===== src/rtl/alu_pkg.sv =====
// Shared command encoding, compare-flag positions and FSM states for the sequential ALU.
package alu_pkg;

    typedef enum logic [3:0] {
        CMD_AND   = 4'd0,
        CMD_OR    = 4'd1,
        CMD_XOR   = 4'd2,
        CMD_NOT   = 4'd3,
        CMD_ADD_U = 4'd4,
        CMD_ADD_S = 4'd5,
        CMD_SUB_U = 4'd6,
        CMD_SUB_S = 4'd7,
        CMD_MUL_U = 4'd8,
        CMD_MUL_S = 4'd9,
        CMD_CMP_U = 4'd10,
        CMD_CMP_S = 4'd11,
        CMD_SLL   = 4'd12,
        CMD_SRL   = 4'd13,
        CMD_SRA   = 4'd14,
        CMD_RSVD  = 4'd15
    } cmd_e;

    localparam int CMP_LT = 0;
    localparam int CMP_EQ = 1;
    localparam int CMP_GT = 2;

    typedef enum logic {
        IDLE = 1'b0,
        MUL  = 1'b1
    } state_e;

    function automatic logic is_mul_cmd(input logic [3:0] cmd);
        return (cmd == CMD_MUL_U) || (cmd == CMD_MUL_S);
    endfunction

endpackage


===== src/rtl/alu_mul_iter.sv =====
// Iterative shift-add multiplier: one partial product per cycle, product valid with done after SIZE cycles.
// Works on operand magnitudes; signed results are negated on the final cycle when operand signs differ.
module alu_mul_iter #(
    parameter int SIZE = 8
) (
    input  logic                  clk,
    input  logic                  reset_n,
    input  logic                  start,
    input  logic                  signed_mode,
    input  logic [SIZE-1:0]       a,
    input  logic [SIZE-1:0]       b,
    output logic                  done,
    output logic [2*SIZE-1:0]     product
);
    localparam int RESULT_SIZE = 2 * SIZE;
    localparam int CW          = $clog2(SIZE);

    logic                   busy;
    logic [CW-1:0]          cnt;
    logic [RESULT_SIZE-1:0] mcand;
    logic [RESULT_SIZE-1:0] acc;
    logic [RESULT_SIZE-1:0] acc_nxt;
    logic [SIZE-1:0]        mplier;
    logic                   neg;

    logic                   a_neg;
    logic                   b_neg;
    logic [SIZE-1:0]        a_mag;
    logic [SIZE-1:0]        b_mag;

    assign a_neg = signed_mode && a[SIZE-1];
    assign b_neg = signed_mode && b[SIZE-1];
    // The most negative value maps onto its own bit pattern, which is the correct unsigned magnitude.
    assign a_mag = a_neg ? -a : a;
    assign b_mag = b_neg ? -b : b;

    assign acc_nxt = acc + (mplier[0] ? mcand : '0);
    assign done    = busy && (cnt == CW'(SIZE - 1));
    assign product = neg ? -acc_nxt : acc_nxt;

    always_ff @(posedge clk or negedge reset_n) begin
        if (!reset_n) begin
            busy   <= 1'b0;
            cnt    <= '0;
            mcand  <= '0;
            acc    <= '0;
            mplier <= '0;
            neg    <= 1'b0;
        end else if (start) begin
            busy   <= 1'b1;
            cnt    <= '0;
            mcand  <= {{SIZE{1'b0}}, a_mag};
            acc    <= '0;
            mplier <= b_mag;
            neg    <= a_neg ^ b_neg;
        end else if (busy) begin
            acc    <= acc_nxt;
            mcand  <= mcand << 1;
            mplier <= mplier >> 1;
            cnt    <= done ? '0 : cnt + CW'(1);
            busy   <= !done;
        end
    end

endmodule


===== src/rtl/alu_seq.sv =====
// Handshaked ALU: single-cycle ops visible the cycle after acceptance, multiplies after SIZE cycles.
// Stalled output holds result/overflow and drops in_ready; drain and accept at the same edge has no bubble.
module alu_seq
    import alu_pkg::*;
#(
    parameter int SIZE = 8
) (
    input  logic                  clk,
    input  logic                  reset_n,
    input  logic                  in_valid,
    output logic                  in_ready,
    input  logic [3:0]            command,
    input  logic [SIZE-1:0]       a,
    input  logic [SIZE-1:0]       b,
    output logic                  out_valid,
    input  logic                  out_ready,
    output logic                  overflow,
    output logic [2*SIZE-1:0]     result
);
    localparam int RESULT_SIZE = 2 * SIZE;

    state_e                 state;
    state_e                 state_nxt;
    logic                   accept;
    logic                   cmd_is_mul;
    logic                   mul_done;
    logic [RESULT_SIZE-1:0] mul_product;

    logic [RESULT_SIZE-1:0] sc_res;
    logic                   sc_ov;
    logic [SIZE:0]          sum_u;
    logic [SIZE:0]          diff_u;
    logic [RESULT_SIZE-1:0] sll_w;
    logic                   big_shift;

    assign in_ready   = (state == IDLE) && (!out_valid || out_ready);
    assign accept     = in_valid && in_ready;
    assign cmd_is_mul = is_mul_cmd(command);

    alu_mul_iter #(.SIZE(SIZE)) u_mul (
        .clk         (clk),
        .reset_n     (reset_n),
        .start       (accept && cmd_is_mul),
        .signed_mode (command == CMD_MUL_S),
        .a           (a),
        .b           (b),
        .done        (mul_done),
        .product     (mul_product)
    );

    always_comb begin
        sc_res    = '0;
        sc_ov     = 1'b0;
        sum_u     = {1'b0, a} + {1'b0, b};
        diff_u    = {1'b0, a} - {1'b0, b};
        sll_w     = {{SIZE{1'b0}}, a} << b;
        big_shift = (b >= SIZE'(SIZE));
        case (cmd_e'(command))
            CMD_AND: sc_res[SIZE-1:0] = a & b;
            CMD_OR:  sc_res[SIZE-1:0] = a | b;
            CMD_XOR: sc_res[SIZE-1:0] = a ^ b;
            CMD_NOT: sc_res[SIZE-1:0] = ~a;
            CMD_ADD_U: begin
                sc_res[SIZE-1:0] = sum_u[SIZE-1:0];
                sc_ov            = sum_u[SIZE];
            end
            CMD_ADD_S: begin
                sc_res[SIZE-1:0] = sum_u[SIZE-1:0];
                sc_ov            = (a[SIZE-1] == b[SIZE-1]) && (sum_u[SIZE-1] != a[SIZE-1]);
            end
            CMD_SUB_U: begin
                sc_res[SIZE-1:0] = diff_u[SIZE-1:0];
                sc_ov            = diff_u[SIZE];
            end
            CMD_SUB_S: begin
                sc_res[SIZE-1:0] = diff_u[SIZE-1:0];
                sc_ov            = (a[SIZE-1] != b[SIZE-1]) && (diff_u[SIZE-1] != a[SIZE-1]);
            end
            CMD_MUL_U, CMD_MUL_S: begin
                sc_res = '0;
            end
            CMD_CMP_U: begin
                sc_res[CMP_LT] = a < b;
                sc_res[CMP_EQ] = a == b;
                sc_res[CMP_GT] = a > b;
            end
            CMD_CMP_S: begin
                sc_res[CMP_LT] = $signed(a) < $signed(b);
                sc_res[CMP_EQ] = a == b;
                sc_res[CMP_GT] = $signed(a) > $signed(b);
            end
            CMD_SLL: begin
                if (big_shift) begin
                    sc_ov = |a;
                end else begin
                    sc_res[SIZE-1:0] = sll_w[SIZE-1:0];
                    sc_ov            = |sll_w[RESULT_SIZE-1:SIZE];
                end
            end
            // Oversized shift amounts already saturate to zero / sign fill in SV semantics.
            CMD_SRL: sc_res[SIZE-1:0] = a >> b;
            CMD_SRA: sc_res[SIZE-1:0] = $signed(a) >>> b;
            CMD_RSVD: sc_ov = 1'b1;
        endcase
    end

    always_comb begin
        state_nxt = state;
        case (state)
            IDLE: if (accept && cmd_is_mul) state_nxt = MUL;
            MUL:  if (mul_done) state_nxt = IDLE;
        endcase
    end

    always_ff @(posedge clk or negedge reset_n) begin
        if (!reset_n) begin
            state <= IDLE;
        end else begin
            state <= state_nxt;
        end
    end

    always_ff @(posedge clk or negedge reset_n) begin
        if (!reset_n) begin
            out_valid <= 1'b0;
            result    <= '0;
            overflow  <= 1'b0;
        end else if (accept && !cmd_is_mul) begin
            out_valid <= 1'b1;
            result    <= sc_res;
            overflow  <= sc_ov;
        end else if (mul_done) begin
            out_valid <= 1'b1;
            result    <= mul_product;
            overflow  <= 1'b0;
        end else if (out_ready) begin
            out_valid <= 1'b0;
        end
    end

endmodule

===== config.mk =====
export PLATFORM = sky130hd
export DESIGN_NAME = alu_seq
export DESIGN_NICKNAME = d
export VERILOG_FILES = /design/src/rtl/alu_pkg.sv /design/src/rtl/alu_mul_iter.sv /design/src/rtl/alu_seq.sv
export SDC_FILE = /design/constraint.sdc
export NUM_CORES = 1
export LEC_CHECK = 0
export ABC_AREA = 1
export CAP_MARGIN = 30
export CORE_UTILIZATION = 30
export CTS_CLUSTER_DIAMETER = 100
export CTS_CLUSTER_SIZE = 14
export DETAILED_ROUTE_END_ITERATION = 6
export HOLD_SLACK_MARGIN = 0.02
export PLACE_DENSITY = 0.47
export SETUP_SLACK_MARGIN = 0.5
export SLEW_MARGIN = 20
export SYNTH_ARGS = -nofsm -noshare
export SYNTH_HDL_FRONTEND = slang
export SYNTH_HIERARCHICAL = 1
export SYNTH_SLANG_ARGS = --single-unit

===== constraint.sdc =====
create_clock -name clk -period 8.7 [get_ports clk]
set_input_delay 1.74 -clock clk [delete_from_list [all_inputs] [get_ports clk]]
set_output_delay 1.74 -clock clk [all_outputs]
set_load 0.02 [all_outputs]

# Word-level counts from Yosys, hierarchy flattened
# Index checks and enable logic that the tools add are counted.
# Widths: inputs -> output; s select.
# classes
addsub	7
shifts	3
reduce_logical	22
mux	30
eq_ne	21
magnitude_cmp	5
bitwise	6
# ops
op	count
$mux 16	8
$pmux 5 s9	1
$mux 8	5
$pmux 3 s11	1
$eq 4x4->1 const B	8
$add 16x16->16	1
$eq 4x3->1 const B	4
$gt 8x8->1	2
$lt 8x8->1	2
$neg 16->16	1
$neg 8->8	2
$reduce_or 8->1	2
$shl 8x8->16	1
$mux 1	10
$add 8x8->9	1
$logic_and 1x1->1	9
$mux 3	3
$sub 8x8->9	1
$and 8x8->8	1
$eq 4x2->1 const B	2
$eq 8x8->1	1
$ge 8x4->1 const B	1
$not 8->8	1
$or 8x8->8	1
18 further kinds	25
# word_totals
elab_cells	104
out_inout_bits	19
regBits	64
input_bits	24

# Logic depth before layout (Yosys ltp)
# logic_depth
depth_word	7
depth_mapped	22
mapped_depth_nobuf	20

# By module
# Netlist, hierarchy kept.
# by_module_without_submodules
mod	area_each_um2	seq_area_each_um2	cells_per_inst	instances
alu_mul_iter	3647.2	1126.1	543	1
alu_seq	3265.6	475.5	583	1

# Worst setup path after synthesis
# OpenSTA, ideal clock, no wires.
# synth_timing
path_kind	input-to-output
startpoint	input out_ready
endpoint	output in_ready
cell_stages	2
setup_slack_ns	4.813
path_buffers	0
t_required_ns	6.960
t_arrival_ns	2.147
cell_sequence	inv_1 -> a21oi_1
# synth_via
elab_chain_len	2
# synth_lines
element	line	text
from (decl)	alu_seq.sv:16	input logic out_ready,
$logic_or 1x1->1	alu_seq.sv:36	assign in_ready = (state == IDLE) && (!out_valid || out_ready);
$logic_and 1x1->1	alu_seq.sv:36	
to (decl)	alu_seq.sv:11	output logic in_ready,
# No other way between the ends.

# Worst setup path in the final report
# layout_timing
startpoint	input b[1]
endpoint	register result[0]
# layout_via
elab_chain_len	4
word_cells_on_any_way	9
classes_between	order compare (3); shift (3); mux (3)
# layout_lines
element	line	text
from (decl)	alu_seq.sv:14	input logic [SIZE-1:0] b,
$ge 8x4->1 or $shl 8x8->16 (tied branches)	alu_seq.sv:57, alu_seq.sv:56	
$mux 8	alu_seq.sv:93	if (big_shift) begin
$pmux 3 s11 *	alu_seq.sv:58	case (cmd_e'(command))
$mux 16 *	alu_seq.sv:128	end else if (accept && !cmd_is_mul) begin
to (signal assigned)	alu_seq.sv:130	result <= sc_res;
to (signal assigned)	alu_seq.sv:134	result <= mul_product;
to (decl)	alu_seq.sv:18	output logic [2*SIZE-1:0] result
# Mark *: on every way between the ends. The rest lies on a longest branch, timed or not.
# A chain may end at the register's enable or synchronous reset.

==> results.toml <==
[status]
run_status = "complete, but fails checks"
violated_checks = "design-rule violations"

[setup_path]
critical_path_class = "in2reg"
setup.worst_path.end_class = "flip-flop"
cell_family_contributing_the_most_delay_on_the_critical_path = "buffers and inverters"
crit_top_cell = "sky130_fd_sc_hd__nand2_1"
critPathLaunchType = "input pin"
timing.critical_path.slowest_cell_delay_ps = 1050
cp_num_buf_inv = 3
cp_max_fo = 21
critical_path_required_ps = 8960
crit_path_cell_trace = "clkdlybuf4s50_1 -> inv_1 -> ha_1 -> nor2_1 -> nand2_1 -> nand2_1 -> nand2_1 -> nand2_2 -> nand2_2 -> nand2_2 -> inv_2 -> nand2_1 -> nand3_1 -> nand3_1 -> nand2_1 -> a21oi_2"
cpMaxStageDelayCell = "sky130_fd_sc_hd__clkdlybuf4s50_1"
timing.critical_path.arrival_ps = 5110

[synthesis]
synth.net_count = 1197
synth_top_cells_by_area = "sky130_fd_sc_hd__dfrtp_1, sky130_fd_sc_hd__nand2_1, sky130_fd_sc_hd__inv_1, sky130_fd_sc_hd__ha_1, sky130_fd_sc_hd__nor2_1"
netlist-cell-type-count = 46
synthesis.area_per_instance_sq_um = 6.14
synth-main-ff-cell = "sky130_fd_sc_hd__dfrtp_1"
async_reset_ff_share_pct = 100
synth_enable_flop_cells = 0
synth_largest_area_cell = "sky130_fd_sc_hd__dfrtp_1"
synth_cells = 1126
mappedNetlistArea_sq_um = 6910
yosys_warnings = 6
synth_seq_area_share_pct = 23.2
synth_largest_type_area_fraction_pct = 23.2
synth_seq_cells = 64

[route]
vias = 7269
routed_wirelength_mm = 23.9
drt_drc_violations_left = 1
final_antenna_net_count = 0
vias_per_cell = 5.03
drt_first_iter_violations = 593
routedWlPerCell_um = 16.6
firstDrtPassIters = 7

[clock_tree]
cts_setup_buffers = 0
cts.root.buffer_cell = "sky130_fd_sc_hd__clkbuf_16"
clk_pin_slew_ps = 50
cts_hold_buffers = 0
ctsLongestPathBuffers = 2
clock_latency_ps = 330
h-tree-depth = 3
post_cts_resize_count = 0
cts_inserted_buffers = 9
cts_sinks = 64
cts_tree = "yes"

[timing]
achievable-frequency_ghz = 0.206
finalHoldViolations = 0
setup_viol = 0
finalMaxSlewViolations = 0
final.setup.tns_ps = 0
grt_setup_unrepaired = "false"
worst_pin_slew_ps = 883
slew_headroom_pct = 41.0
final_min_period_over_clock_period_pct = 55.7
postLayoutSetupSlackWorst_ps = 3850
finClkSkew_ps = 6.63
layout_min_cycle_time_ps = 4850

[grt]
grt_pass1_vias = 6979
initial_antenna_violation_count = 1
grt_remaining_overflow = 0
grt_pass1_wl_mm = 38.4
grt_use_total_pct = 20.8
grt_max_degree = 65

[floorplanning]
die_area_sq_um = 23700
placement_rows = 55
die_y_um = 154
core_footprint_sq_um = 22600
start_util_pct = 30.5
io-pin-count = 43
dieWidth_um = 154

[placement]
dpl.cell_count = 1429
detailed_place_hpwl_mm = 18.7
dpl_cell_area_sq_um = 7580
buffer_ports.inserted = 42
gp_congestion = 1.00
dpl_worst_slack_ps = 3550

[layout]
growth_of_design_area_from_synthesis_to_finish_pct = 14.1
antennaDiodeCount = 0
n_fill_cell = 2521
multi_input_comb_area_sq_um = 4570
post-route-cell-area_sq_um = 7890
stdcell_count = 1445
design.final.nets = 1226
layout.area.seq_sq_um = 1600
drive_above_1_share_pct = 7.24

[power_and_ir_drop]
power.total_mw = 1.93
total_leakage_power_nw = 4.13
pwr_per_cell_area_nw_per_um2 = 244
ir_worst_vdd_uv = 147

[job]
maxCapViolations = 0

[worst_hold_path]
worst_hold_path_type = "reg2reg"
==> path summary, 6_finish.rpt <==
kind | from | to | slack (ps) | cells past startpoint
worst max-delay path | b[1] | result[0] | 3850 | 16
worst min-delay path | u_mul/mplier[6] | u_mul/mplier[6] | 480 | 2
worst max register to register | u_mul/mplier[0] | result[15] | 5570 | 19
worst min register to register | u_mul/mplier[6] | u_mul/mplier[6] | 480 | 2
max in group asynchronous | reset_n | overflow | 6530 | 2
min in group asynchronous | reset_n | u_mul/acc[12] | 1590 | 2
==> per-layer routing <==
metal	wire length, um	track usage, %	part of all wire (%)	up-vias
met3	1250	3.55	5.2	27
met4	413	4.81	1.7	2
met5	13	0	0.054	-
met2	10400	33.0	43	186
li1	-	-	-	3651
met1	11900	29.2	50	3403
==> area by class of cell <==
cell class / count / area share, %
multi-input cells: 872 / 57.9
well taps: 285 / 4.52
clock buffers: 11 / 3.21
clock inverters: 5 / 0.698
inverters: 162 / 7.71
repair buffers: 46 / 5.65
flip-flops and latches: 64 / 20.3
==> cell usage in the layout (no fill, tap or decap), types with 4 or more instances in the layout <==
cell,count
sky130_fd_sc_hd__o21ai_0,65
sky130_fd_sc_hd__nor3_1,8
sky130_fd_sc_hd__nand4_1,24
sky130_fd_sc_hd__nor2_1,106
sky130_fd_sc_hd__inv_1,152
sky130_fd_sc_hd__nand3b_1,8
sky130_fd_sc_hd__inv_2,7
sky130_fd_sc_hd__nor2_2,8
sky130_fd_sc_hd__a21oi_1,54
sky130_fd_sc_hd__xnor2_1,5
sky130_fd_sc_hd__nand2_1,365
sky130_fd_sc_hd__clkdlybuf4s50_1,41
sky130_fd_sc_hd__nand3_2,4
sky130_fd_sc_hd__nand2_2,18
sky130_fd_sc_hd__xor2_1,18
sky130_fd_sc_hd__buf_4,4
sky130_fd_sc_hd__o22ai_1,14
sky130_fd_sc_hd__dfrtp_1,64
sky130_fd_sc_hd__a21oi_2,6
sky130_fd_sc_hd__o211ai_1,8
sky130_fd_sc_hd__nor2_4,7
sky130_fd_sc_hd__nand3_1,78
sky130_fd_sc_hd__ha_1,44
sky130_fd_sc_hd__nand2_4,4
sky130_fd_sc_hd__clkbuf_16,9
==> where the power goes <==
part / leakage (nW) / total, mW / internal, mW / switching (mW)
sequential: 0.843 / 0.504 / 0.414 / 0.0908
combinational: 3.14 / 1.05 / 0.377 / 0.675
clock: 0.148 / 0.370 / 0.236 / 0.134
==> through the flow <==
| stage | hold slack, ps | utilization [%] |
|---|---|---|
| 2_1_floorplan | 449 | - |
| 3_3_place_gp | 465 | 33.5 |
| 3_5_place_dp | 466 | 33.5 |
| 4_1_cts | 482 | 34.8 |
| 5_1_grt | 500 | 34.8 |
| 6_report | 477 | 34.8 |
==> sequential cells by signal, summed over array words and instances (netlist names) <==
signal and count:
u_mul/acc 16, u_mul/cnt 3, out_valid 1, u_mul/mcand 16, u_mul/neg 1, u_mul/mplier 8
state 1, overflow 1, result 16, u_mul/busy 1
==> worst reg2reg max path: cells and delay by family (launching register included) <==
family,cells,cell delay [ps]
compound gates,2,250
fa+ha+maj,2,630
buf+inv,1,80
flops,1,690
simple gates,14,1340
==> kinds of logic (layout without fill, tap and decap cells) <==
family	count (synthesis)	count (layout)	synth area share, %
AND/OR/NAND/NOR	640	640	40.8
buffers and inverters	190	224	10.8
AO/OA/AOI/OAI	160	160	13.0
flip-flops	64	64	23.2
adder cells (fa/ha/maj)	47	47	8.83
XOR/XNOR	25	25	3.38
==> Yosys cell counts (all sizes together) (2+ instances only) <==
cell type  instances
or2                2
o211ai             8
nand2            387
a21oi             60
nand3b             8
o22ai             14
inv              159
xnor2              6
o221ai             3
and2               3
nor3              10
buf               14
fa                 3
nand3             82
xor2              19
clkinv             3
clkbuf            14
nor2             122
dfrtp             64
o21a               2
ha                44
o21ai             67
nand4             25
No activity file was read; power rests on OpenSTA's default activity.
